## src/rtl/pipe_cla_adder.sv

```systemverilog
// pipe_cla_adder: pipelined carry-lookahead adder/subtractor.
//
// Operands are split into N/BLOCK lookahead groups, and the groups are split
// into STAGES equal slices. Stage k resolves slice k using the carry
// registered by stage k-1. Upper operand bits travel forward (skewed) with
// the beat, and already-resolved low sum bits are carried forward unchanged.
// Constraints: N must be a multiple of BLOCK, and N/BLOCK must be a multiple
// of STAGES.
//
// Handshake: a beat moves on a rising edge when valid and ready are both 1.
// A single global enable en = !out_valid | out_ready advances every stage
// together, and in_ready = en. Bubbles advance like real beats, and a
// stalled pipe holds every register, including sum/cout/ovf.
//
// Optional build macro PIPE_CLA_SAT_EN: when it is defined, sum saturates
// on signed overflow (cout and ovf are unchanged). When it is undefined,
// sum is the wrapped modulo-2^N result.
module pipe_cla_adder #(
    parameter int N      = 16,
    parameter int BLOCK  = 4,
    parameter int STAGES = 2
) (
    input  logic         clk,
    input  logic         rst,
    input  logic         in_valid,
    output logic         in_ready,
    input  logic [N-1:0] a,
    input  logic [N-1:0] b,
    input  logic         cin,
    input  logic         sub,
    output logic         out_valid,
    input  logic         out_ready,
    output logic [N-1:0] sum,
    output logic         cout,
    output logic         ovf
);

    // W: bits resolved per stage. GPS: lookahead groups per stage.
    localparam int W   = N / STAGES;
    localparam int GPS = W / BLOCK;

    logic         en;
    logic [N-1:0] b_eff;
    logic         c0;

    assign en       = ~out_valid | out_ready;
    assign in_ready = en;
    assign b_eff    = b ^ {N{sub}};
    assign c0       = cin ^ sub;

    // Resolve one W-bit slice as a chain of BLOCK-bit lookahead groups.
    // Each bit carry is the sum-of-products of the group generate/propagate
    // terms and the group carry-in. Returns {carry_out, sum_bits}.
    function automatic logic [W:0] cla_slice(input logic [W-1:0] x,
                                             input logic [W-1:0] y,
                                             input logic         ci);
        logic [W-1:0] g;
        logic [W-1:0] p;
        logic [W:0]   c;
        logic         acc;
        logic         prp;
        g    = x & y;
        p    = x ^ y;
        c    = '0;
        c[0] = ci;
        for (int q = 0; q < GPS; q++) begin
            for (int i = 1; i <= BLOCK; i++) begin
                acc = 1'b0;
                prp = 1'b1;
                for (int j = i - 1; j >= 0; j--) begin
                    acc = acc | (prp & g[q*BLOCK+j]);
                    prp = prp & p[q*BLOCK+j];
                end
                c[q*BLOCK+i] = acc | (prp & c[q*BLOCK]);
            end
        end
        return {c[W], p ^ c[W-1:0]};
    endfunction

    genvar k;
    for (k = 0; k < STAGES; k++) begin : stg
        // PW: operand bits still unresolved on entry. DW: sum bits known on exit.
        localparam int PW = N - k * W;
        localparam int DW = (k + 1) * W;

        logic [PW-1:0] pa;
        logic [PW-1:0] pb;
        logic          pc;
        logic          pv;
        logic [W:0]    r;
        logic [DW-1:0] sum_raw;
        logic          v_q;
        logic          c_q;
        logic [DW-1:0] sum_q;

        if (k == 0) begin : g_src
            assign pa      = a;
            assign pb      = b_eff;
            assign pc      = c0;
            assign pv      = in_valid;
            assign sum_raw = r[W-1:0];
        end else begin : g_src
            assign pa      = stg[k-1].g_mid.a_q;
            assign pb      = stg[k-1].g_mid.b_q;
            assign pc      = stg[k-1].c_q;
            assign pv      = stg[k-1].v_q;
            assign sum_raw = {r[W-1:0], stg[k-1].sum_q};
        end

        assign r = cla_slice(pa[W-1:0], pb[W-1:0], pc);

        if (k < STAGES - 1) begin : g_mid
            logic [PW-W-1:0] a_q;
            logic [PW-W-1:0] b_q;

            // Register the slice result and skew the unresolved operand bits forward.
            always_ff @(posedge clk or posedge rst) begin
                if (rst) begin
                    v_q   <= 1'b0;
                    c_q   <= 1'b0;
                    sum_q <= '0;
                    a_q   <= '0;
                    b_q   <= '0;
                end else if (en) begin
                    v_q   <= pv;
                    c_q   <= r[W];
                    sum_q <= sum_raw;
                    a_q   <= pa[PW-1:W];
                    b_q   <= pb[PW-1:W];
                end
            end
        end else begin : g_last
            logic         ovf_d;
            logic         ovf_q;
            logic [N-1:0] sum_o;

            // Carry into bit N-1 is recovered as p[N-1] ^ s[N-1].
            assign ovf_d = r[W] ^ (pa[W-1] ^ pb[W-1] ^ r[W-1]);

`ifdef PIPE_CLA_SAT_EN
            // Clamp toward the true sign on overflow: wrapped sign 1 means a positive overflow.
            always_comb begin
                sum_o = sum_raw;
                if (ovf_d) begin
                    sum_o = sum_raw[N-1] ? {1'b0, {(N-1){1'b1}}} : {1'b1, {(N-1){1'b0}}};
                end
            end
`else
            assign sum_o = sum_raw;
`endif

            // Final stage register drives the result port directly.
            always_ff @(posedge clk or posedge rst) begin
                if (rst) begin
                    v_q   <= 1'b0;
                    c_q   <= 1'b0;
                    sum_q <= '0;
                    ovf_q <= 1'b0;
                end else if (en) begin
                    v_q   <= pv;
                    c_q   <= r[W];
                    sum_q <= sum_o;
                    ovf_q <= ovf_d;
                end
            end
        end
    end

    assign out_valid = stg[STAGES-1].v_q;
    assign sum       = stg[STAGES-1].sum_q;
    assign cout      = stg[STAGES-1].c_q;
    assign ovf       = stg[STAGES-1].g_last.ovf_q;

endmodule
```

## config.mk

```make
export PLATFORM = sky130hd
export DESIGN_NAME = pipe_cla_adder
export DESIGN_NICKNAME = d
export VERILOG_FILES = /design/src/rtl/pipe_cla_adder.sv
export SDC_FILE = /design/constraint.sdc
export NUM_CORES = 1
export LEC_CHECK = 0
export CELL_PAD_IN_SITES_DETAIL_PLACEMENT = 1
export CELL_PAD_IN_SITES_GLOBAL_PLACEMENT = 2
export CORE_ASPECT_RATIO = 0.5
export CORE_UTILIZATION = 27
export CTS_CLUSTER_DIAMETER = 30
export DETAILED_ROUTE_END_ITERATION = 8
export GPL_TIMING_DRIVEN = 0
export PLACE_DENSITY_LB_ADDON = 0.1
export RECOVER_POWER = 50
export SLEW_MARGIN = 40
export SYNTH_ARGS = -nofsm -noshare
export SYNTH_HDL_FRONTEND = slang
export SYNTH_SLANG_ARGS = --single-unit
export TNS_END_PERCENT = 1
```

## constraint.sdc

```tcl
create_clock -name clk -period 2.4 [get_ports clk]
set_clock_uncertainty 0.15 [all_clocks]
set_input_delay 0.48 -clock clk [delete_from_list [all_inputs] [get_ports clk]]
set_output_delay 0.48 -clock clk [all_outputs]
set_load 0.01 [all_outputs]
```

* Word-level counts from Yosys, hierarchy flattened
Index checks and enable logic that the tools add are counted.
** Storage, ports and cells
- Input port bits :: 38
- Register bits after elaboration :: 45
** Cells by class
- Bitwise gates (word level) :: 117
** Operator list (count)
- $and A1 B1 Y1 :: 64
- $or A1 B1 Y1 :: 41
- $xor A8 B8 Y8 :: 4
- $and A8 B8 Y8 :: 2
- $xor A16 B16 Y16 :: 1
- $xor A1 B1 Y1 :: 4
- $not A1 Y1 :: 1

* Logic depth before layout (Yosys ltp)
Gate-level depths: netlist (run 1).
- Depth in word-level cells :: 11
- Mapped depth :: 10
- Gate-level depth less buffers :: 8

* Worst setup path after synthesis (run 1)
No wires, ideal clock.
- Kind :: input to register
- Start :: in sub
- End :: reg stg[0].sum_q[5]
- Path buffers :: 2
- Setup time :: 0.077 ns
- Setup slack :: -0.318 ns
- Data required time :: 2.173 ns
- Arrival :: 2.491 ns
- Cell stages on the path :: 10
- Cell sequence :: buf_6 -> buf_2 -> xor2_1 -> ha_1 -> nand3_1 -> o2111ai_4 -> a21oi_1 -> fa_1 -> xor2_1 -> a21oi_1
** On the way
- Cells in the longest elaborated chain, start to end :: 10
- Elaborated cells between the ends (all ways) :: 18
** Ends and longest elaborated chain
- start: declaration :: line 30 : input logic sub,
- $xor A16 B16 Y16 :: line 48 : assign b_eff = b ^ {N{sub}};
- $xor A8 B8 Y8 / $and A8 B8 Y8 (equally long branches) :: line 63, 62
- $and A1 B1 Y1 (on tied branches) :: line 71, 72
- $or A1 B1 Y1 (tied with other cells) (2 in series) :: line 71 : acc = acc | (prp & g[q*BLOCK+j]);
- $or A1 B1 Y1 / $and A1 B1 Y1 (equally long branches) :: line 71, 74
- $or A1 B1 Y1 :: line 74 : c[q*BLOCK+i] = acc | (prp & c[q*BLOCK]);
- $and A1 B1 Y1 :: line 74
- $or A1 B1 Y1 :: line 74
- $xor A8 B8 Y8 * :: line 77 : return {c[W], p ^ c[W-1:0]};
- end signal: assignment :: line 127 : sum_q <= sum_raw;
- end: declaration :: line 94 : logic [DW-1:0] sum_q;
Mark *: on every way between the ends. The rest lies on a longest branch, timed or not.
A chain may end at the register's enable or synchronous reset.

* Final worst setup path (run 1)
- Start :: in a[0]
- End :: reg stg[0].sum_q[4]
** On the way
- Cells in the longest elaborated chain, start to end :: 5
- Elaborated cells between the ends (all ways) :: 8
** Ends and longest elaborated chain
- start: declaration :: line 27 : input logic [N-1:0] a,
- $and A8 B8 Y8 / $xor A8 B8 Y8 (equally long branches) :: line 62, 63
- $and A1 B1 Y1 (on tied branches) :: line 71, 72
- $or A1 B1 Y1 / $and A1 B1 Y1 (equally long branches) :: line 71, 74
- $or A1 B1 Y1 * :: line 74
- $xor A8 B8 Y8 * :: line 77
Marks and branches as above.

==> impl_metrics.py, run 1 <==
metrics = {
    "worst_setup_path": {
        "cp.required_ns": 2.43,
        "cpPeakStageDelay_ns": 0.57,
        "r2r_start": "stg[0].g_mid.a_q[0]$_DFFE_PP0P_",
        "rrSetupSlack_ns": 0.14,
        "reg2reg_depth": 7,
        "crit_chain": "clkdlybuf4s50_1 > ha_1 > nand3_2 > o2111ai_4 > a21oi_2 > fa_2 > a21oi_1",
        "cp.depth": 7,
        "path_buf_inv": 1,
        "crit_path_start_kind": "primary input",
        "crit_path_start": "a[0]",
        "slowest_stage": "fa_2",
        "crit_family": "adder cells",
        "endpoint_kind": "flip-flop",
        "worstPathArrival_ns": 2.32,
        "crit_end": "stg[0].sum_q[4]$_DFFE_PP0P_",
        "crit_type": "primary input to flip-flop",
        "r2r_end": "sum[13]$_DFFE_PP0P_",
        "cp_max_fo": 3,
    },
    "grt": {
        "grt_pass1_vias": 2278,
        "grt_max_degree": 35,
        "grt_remaining_overflow": 0,
        "antenna_found_initial": 0,
        "track_usage": 0.1540,
        "grt_pass1_wl_mm": 11.46,
    },
    "place": {
        "placed_area_sq_mm": 0.003293,
        "portBuffers": 56,
        "hpwl_mm": 5.288,
        "gp_congestion": 0.7410,
        "dpl_worst_slack_ns": -0.6788,
    },
    "sta": {
        "hold_viol_final": 0,
        "setup_ws_ns": 0.1089,
        "hold_ws_ns": 0.3143,
        "post-route-min-period_ns": 2.291,
        "finalCritPeriodShare": 0.9546,
        "setup_viol": 0,
        "final_max_slew_viol_count": 0,
        "slew_headroom": 0.4111,
        "clock.fmax_mhz": 436.5,
        "tightest_slew_ns": 0.8833,
    },
    "finish": {
        "layout_common_cells": "71 x nand2_1, 45 x dfrtp_1, 43 x clkdlybuf4s50_1",
        "drive_gt1_frac": 0.09091,
        "nFillCells": 1036,
        "stdcell_area_sq_mm": 0.003532,
        "antenna_cells": 0,
        "final_common_cell": "nand2_1",
        "syn2layout_area_growth_pct": 39.41,
        "nNetsFinal": 398,
    },
    "logic_synthesis": {
        "ys_seq_area_frac": 0.4444,
        "ys.flop_type": "dfrtp_1",
        "synth_seq_cells": 45,
        "synth_mux_area_frac": 0,
        "synth-simple-area-share": 0.1709,
        "synth_fa_ha_area_frac": 0.1106,
        "yosys.area.top_type": "dfrtp_1",
        "synth_enable_flop_cells": 0,
        "synth_top_family_by_area": "simple AND/OR/NAND/NOR gates",
        "yosys_warnings": 0,
        "synth.avg_cell_area_sq_um": 9.349,
        "synthTopCellsByArea": "dfrtp_1 44%, nand2_1 11%, ha_1 7.9%",
        "syn-num-nets": 329,
        "synthArstFlopShare": 1.000,
        "yosysUniqueCellTypes": 40,
        "synthCells": 271,
        "synth-xor-area-share": 0.08691,
        "synth_compound_area_frac": 0.1447,
        "synth_top_area_frac": 0.4444,
        "synth_area_sq_mm": 0.002534,
    },
    "status": {
        "status": "finished clean",
    },
    "floorplan": {
        "ioPinCount": 58,
        "die_w_um": 139.0,
        "initial_utilization": 0.2851,
        "fp.coreArea_sq_mm": 0.008889,
        "fp.dieArea_sq_mm": 0.009799,
        "dieHeight_um": 70.50,
        "placementRows": 24,
    },
    "pwr": {
        "power.density_mw_per_mm2": 848.5,
        "leakage_nw": 1.597,
        "vdd_ir_drop_max_uv": 231.5,
    },
    "clock_tree": {
        "clk_pin_slew_ns": 0.06,
        "clock-sinks": 45,
        "cts_buffers": 5,
        "cts-root-buf": "clkbuf_16",
        "tritoncts": "built",
        "clock_latency_ns": 0.29,
        "cts_max_level": 2,
        "clockBufferDepth": 2,
    },
    "drt": {
        "drt-pass1-iter-count": 6,
        "routed_wl_mm": 6.703,
        "drc": 0,
        "via_per_inst": 4.642,
        "wire_per_inst_um": 14.64,
        "first_iter_violations": 103,
        "vias": 2126,
        "ant_nets": 0,
    },
    "job": {
        "drv_cap": 0,
    },
    "worst_hold_path": {
        "min_path_type": "flip-flop to flip-flop",
    },
}
-- cell families (layout without fill, tap and decap cells) --
kind of cell    count (synthesis)  in the layout
flops                          45             45
simple gates                  104            104
compound gates                 54             54
fa+ha+maj                      20             20
xor+xnor                       23             23
buf+inv                        25             95
-- synthesized netlist by cell type (all sizes together) (2+ instances only) --
cell type  instances
clkbuf             5
ha                16
buf                7
inv               13
a21oi             14
o31ai              3
xnor2             11
dfrtp             45
o41ai              2
o31a               2
a211oi             4
nand2             71
nor2              16
nand2b             2
nor4               3
xor2              12
o21ai             14
o22ai              2
a21o               3
fa                 4
o22a               2
nand3              6
-- worst register-to-register path: cells and delay by family (launching register included) --
| family | cells | cell delay (ns) |
|---|---|---|
| adder cells (fa/ha/maj) | 2 | 0.71 |
| XOR/XNOR | 1 | 0.16 |
| AO/OA/AOI/OAI | 4 | 0.72 |
| flip-flops | 1 | 0.38 |
-- where the power goes --
part	switching [mW]	internal [mW]
combinational	0.536	0.560
clock	0.288	0.520
sequential	0.122	0.971
-- area by class of cell --
class / instances / area [sq um] / share of cell area
Multi-Input combinational cell: 201 / 1336 / 0.3783
Timing Repair Buffer: 63 / 613.1 / 0.1736
Buffer: 11 / 85.08 / 0.02409
Tap cell: 117 / 146.4 / 0.04145
Sequential cell: 45 / 1126 / 0.3188
Clock buffer: 7 / 142.6 / 0.04038
Inverter: 13 / 52.55 / 0.01488
Clock inverter: 1 / 30.03 / 0.008502
-- per-stage QoR --
stage               utilization  total power, mW   TNS (ns)  instances
detailed placement       0.3705            2.205     -2.459        445
CTS                      0.3940            3.052   -0.06791        454
floorplan                     -            1.694    -0.2165        271
global placement         0.3680            2.165     -16.64        444
finish                   0.3974            2.997          0        458
global route             0.3974            3.214  -0.005638        458
-- worst min-delay path by stage --
stage                            from  cells after the start                              end  slack (ns)
2_1_floorplan  stg[0].v_q$_DFFE_PP0P_                      2           stg[0].v_q$_DFFE_PP0P_        0.28
3_3_place_gp   stg[0].v_q$_DFFE_PP0P_                      2           stg[0].v_q$_DFFE_PP0P_        0.29
3_5_place_dp   stg[0].v_q$_DFFE_PP0P_                      1            out_valid$_DFFE_PP0P_        0.30
4_1_cts                           rst                      2  stg[0].g_mid.b_q[4]$_DFFE_PP0P_        0.31
5_1_grt            sum[2]$_DFFE_PP0P_                      2               sum[2]$_DFFE_PP0P_        0.34
6_report           sum[2]$_DFFE_PP0P_                      2               sum[2]$_DFFE_PP0P_        0.31
-- per-layer routing --
metal  global-route usage  wire, um
met3              0.03635       231
met4              0.05062        78
met2               0.2542      3083
met1               0.2007      3310
met5                    0         0
-- registers in the layout (all words and copies together), names as in the netlist --
register / cells
stg.g_mid.b_q: 8
out_valid: 1
stg.c_q: 1
ovf: 1
sum: 16
stg.v_q: 1
stg.g_mid.a_q: 8
cout: 1
stg.sum_q: 8
-- what timing repair did --
action | in CTS | in global routing
resized for setup | 12 | 10
setup buffers | 1 | 5
endpoints found under the hold margin | 0 | 0
setup endpoints to repair | 5 | 6
hold buffers | 0 | 0
pin swaps | 2 | 9
Power figures use the tool's default switching activity.
==> inputs of run 2 (changes only) <==
--- a/config.mk
+++ b/config.mk
@@ -8,13 +8,12 @@
 export CELL_PAD_IN_SITES_DETAIL_PLACEMENT = 1
 export CELL_PAD_IN_SITES_GLOBAL_PLACEMENT = 2
 export CORE_ASPECT_RATIO = 0.5
-export CORE_UTILIZATION = 27
+export CORE_UTILIZATION = 30
 export CTS_CLUSTER_DIAMETER = 30
 export DETAILED_ROUTE_END_ITERATION = 8
 export GPL_TIMING_DRIVEN = 0
 export PLACE_DENSITY_LB_ADDON = 0.1
 export RECOVER_POWER = 50
-export SLEW_MARGIN = 40
 export SYNTH_ARGS = -nofsm -noshare
 export SYNTH_HDL_FRONTEND = slang
 export SYNTH_SLANG_ARGS = --single-unit
==> constraint.sdc (replaced) <==
create_clock -name clk -period 2.2 [get_ports clk]
set_clock_uncertainty 0.15 [all_clocks]
set_input_delay 0.44 -clock clk [delete_from_list [all_inputs] [get_ports clk]]
set_output_delay 0.44 -clock clk [all_outputs]
set_load 0.005 [all_outputs]
==> run 2 against run 1 <==
Against the previous run: first-iteration DRC count is 45% lower; sequential share of layout area fell by 0.79 points; core utilization is 5.1 points higher; worst setup slack got worse by 0.063 ns; routed wire length grew 5.3%; combinational power grew 13%; critical endpoint is now stg[0].sum_q[5]$_DFFE_PP0P_; largest power group unchanged.
==> impl_metrics.py, run 2 (synthesis gave the netlist of run 1 again) <==
metrics = {
    "sta": {
        "rsz0062_at_grt": "yes",
        "hold_ws_ns": 0.3153,
        "post-route-min-period_ns": 2.154,
        "finalCritPeriodShare": 0.9792,
        "setup_viol": 0,
        "slew_headroom": 0.4306,
        "hold_viol_final": 0,
        "clock.fmax_mhz": 464.2,
        "final_max_slew_viol_count": 0,
        "tightest_slew_ns": 0.8541,
        "setup_ws_ns": 0.04580,
    },
    "worst_setup_path": {
        "endpoint_kind": "flip-flop",
        "crit_type": "primary input to flip-flop",
        "worstPathArrival_ns": 2.18,
        "crit_path_start_kind": "primary input",
        "cp.depth": 9,
        "cp_max_fo": 4,
        "r2r_end": "sum[13]$_DFFE_PP0P_",
        "crit_family": "adder cells",
        "cp.required_ns": 2.22,
        "r2r_start": "stg[0].g_mid.a_q[0]$_DFFE_PP0P_",
        "reg2reg_depth": 7,
        "crit_chain": "dlygate4sd2_1 > xor2_2 > ha_4 > nand3_4 > o2111ai_4 > a21oi_2 > fa_2 > xor2_1 > a21oi_1",
        "slowest_stage": "fa_2",
        "crit_path_start": "b[1]",
        "crit_end": "stg[0].sum_q[5]$_DFFE_PP0P_",
        "rrSetupSlack_ns": 0.06,
        "path_buf_inv": 1,
        "cpPeakStageDelay_ns": 0.34,
    },
    "pwr": {
        "swShare": 0.3127,
        "vdd_ir_drop_max_uv": 303.9,
        "pwr-share-comb": 0.378,
        "leakage_nw": 1.621,
        "power.density_mw_per_mm2": 909.9,
        "p_sw_mw": 1.031,
        "power_frac_seq": 0.366,
        "intPower_mw": 2.265,
        "clockPowerShare": 0.256,
    },
    "worst_hold_path": {
        "min_path_type": "flip-flop to flip-flop",
    },
    "place": {
        "place_inst": 440,
        "gp_congestion": 0.7601,
        "dpl_worst_slack_ns": -0.7822,
        "hpwl_mm": 5.246,
        "portBuffers": 56,
    },
    "floorplan": {
        "fp.dieArea_sq_mm": 0.008840,
        "ioPinCount": 58,
        "dieHeight_um": 66.99,
        "placementRows": 23,
        "initial_utilization": 0.3133,
        "die_w_um": 132.0,
        "fp.coreArea_sq_mm": 0.008087,
    },
    "finish": {
        "drive_gt1_frac": 0.1195,
        "nNetsFinal": 401,
        "antenna_cells": 0,
        "final_common_cell": "nand2_1",
        "instances_no_fill": 455,
        "syn2layout_area_growth_pct": 42.96,
        "largest_reg_flops": 16,
        "layout_common_cells": "71 x nand2_1, 47 x clkdlybuf4s50_1, 45 x dfrtp_1",
    },
    "grt": {
        "track_usage": 0.1729,
        "grt_remaining_overflow": 0,
        "antenna_found_initial": 0,
        "grt_pass1_vias": 2302,
        "grt_pass1_wl_mm": 11.57,
        "grt_max_degree": 37,
    },
    "drt": {
        "wire_per_inst_um": 15.52,
        "via_per_inst": 4.705,
        "drc": 0,
        "routed_wl_mm": 7.060,
        "ant_nets": 0,
        "drt-pass1-iter-count": 4,
        "first_iter_violations": 57,
        "vias": 2141,
    },
    "clock_tree": {
        "cts_hold_buf": 0,
        "clk_pin_slew_ns": 0.06,
        "tritoncts": "built",
        "cts_buffers": 5,
        "clockBufferDepth": 2,
        "cts_max_level": 2,
        "clock-sinks": 45,
        "cts-root-buf": "clkbuf_16",
        "clock_latency_ns": 0.29,
    },
    "status": {
        "status": "finished clean",
    },
    "job": {
        "drv_cap": 0,
    },
}
==> run 2: cell types whose count changed in the layout (fill, tap and decap cells not counted), sizes merged <==
cell / before / now
dlygate4sd3: 9 / 1
buf: 13 / 14
clkinv: 0 / 1
dlymetal6s2s: 3 / 4
clkdlybuf4s50: 43 / 47
clkbuf: 13 / 12
dlygate4sd2: 0 / 4
==> run 2: area by class of cell <==
type | instances | area [sq um]
well taps | 112 | 140.1
multi-input cells | 201 | 1435
clock inverters | 2 | 35.03
fillers | 933 | 4464
inverters | 13 | 50.05
plain buffers | 10 | 65.06
clock buffers | 5 | 125.1
flip-flops and latches | 45 | 1126
repair buffers | 67 | 645.6
==> run 2: worst min-delay path by stage <==
stage | startpoint | endpoint | slack [ns] | cells past startpoint
after floorplan | stg[0].v_q$_DFFE_PP0P_ | stg[0].v_q$_DFFE_PP0P_ | 0.28 | 2
after global placement | stg[0].v_q$_DFFE_PP0P_ | stg[0].v_q$_DFFE_PP0P_ | 0.29 | 2
after detailed placement | stg[0].v_q$_DFFE_PP0P_ | stg[0].v_q$_DFFE_PP0P_ | 0.30 | 2
after CTS | rst | sum[12]$_DFFE_PP0P_ | 0.26 | 2
after global routing | sum[3]$_DFFE_PP0P_ | sum[3]$_DFFE_PP0P_ | 0.35 | 2
final | stg[0].v_q$_DFFE_PP0P_ | stg[0].v_q$_DFFE_PP0P_ | 0.32 | 2
==> run 2: worst min-delay path, delay by kind of cell, from the launching register on <==
family	cells	cell delay (ns)
flops	1	0.34
simple gates	2	0.10
==> run 2: stage by stage <==
stage | area (sq um) | util | power (mW) | TNS [ns]
after floorplan | 2564 | - | 1.794 | -0.6444
after global placement | 3264 | 0.4037 | 2.297 | -25.40
after detailed placement | 3284 | 0.4062 | 2.351 | -5.777
after CTS | 3546 | 0.4385 | 3.276 | -0.01226
after global routing | 3622 | 0.4479 | 3.522 | -0.04195
final | 3622 | 0.4479 | 3.296 | 0
==> run 2: power by group through the flow <==
| stage | combinational, mW | clock, mW | sequential, mW |
|---|---|---|---|
| after floorplan | 0.600 | 0 | 1.19 |
| after global placement | 1.09 | 0 | 1.20 |
| after detailed placement | 1.14 | 0 | 1.22 |
| after CTS | 1.21 | 0.863 | 1.20 |
| after global routing | 1.38 | 0.898 | 1.24 |
| final | 1.24 | 0.845 | 1.21 |
==> run 2: routing by layer <==
metal  track usage  vias to the layer above  share of wire
met5             0                        -              0
met4       0.05669                        0          0.011
li1              -                     1050              -
met1        0.2165                     1046           0.48
met3       0.03729                        7          0.034
met2        0.3003                       38           0.48
==> run 2: what timing repair did <==
item	CTS	global route
setup endpoints to repair	8	8
resized for setup	18	18
hold endpoints to repair	0	0
pin swaps	12	9
setup buffers	10	0
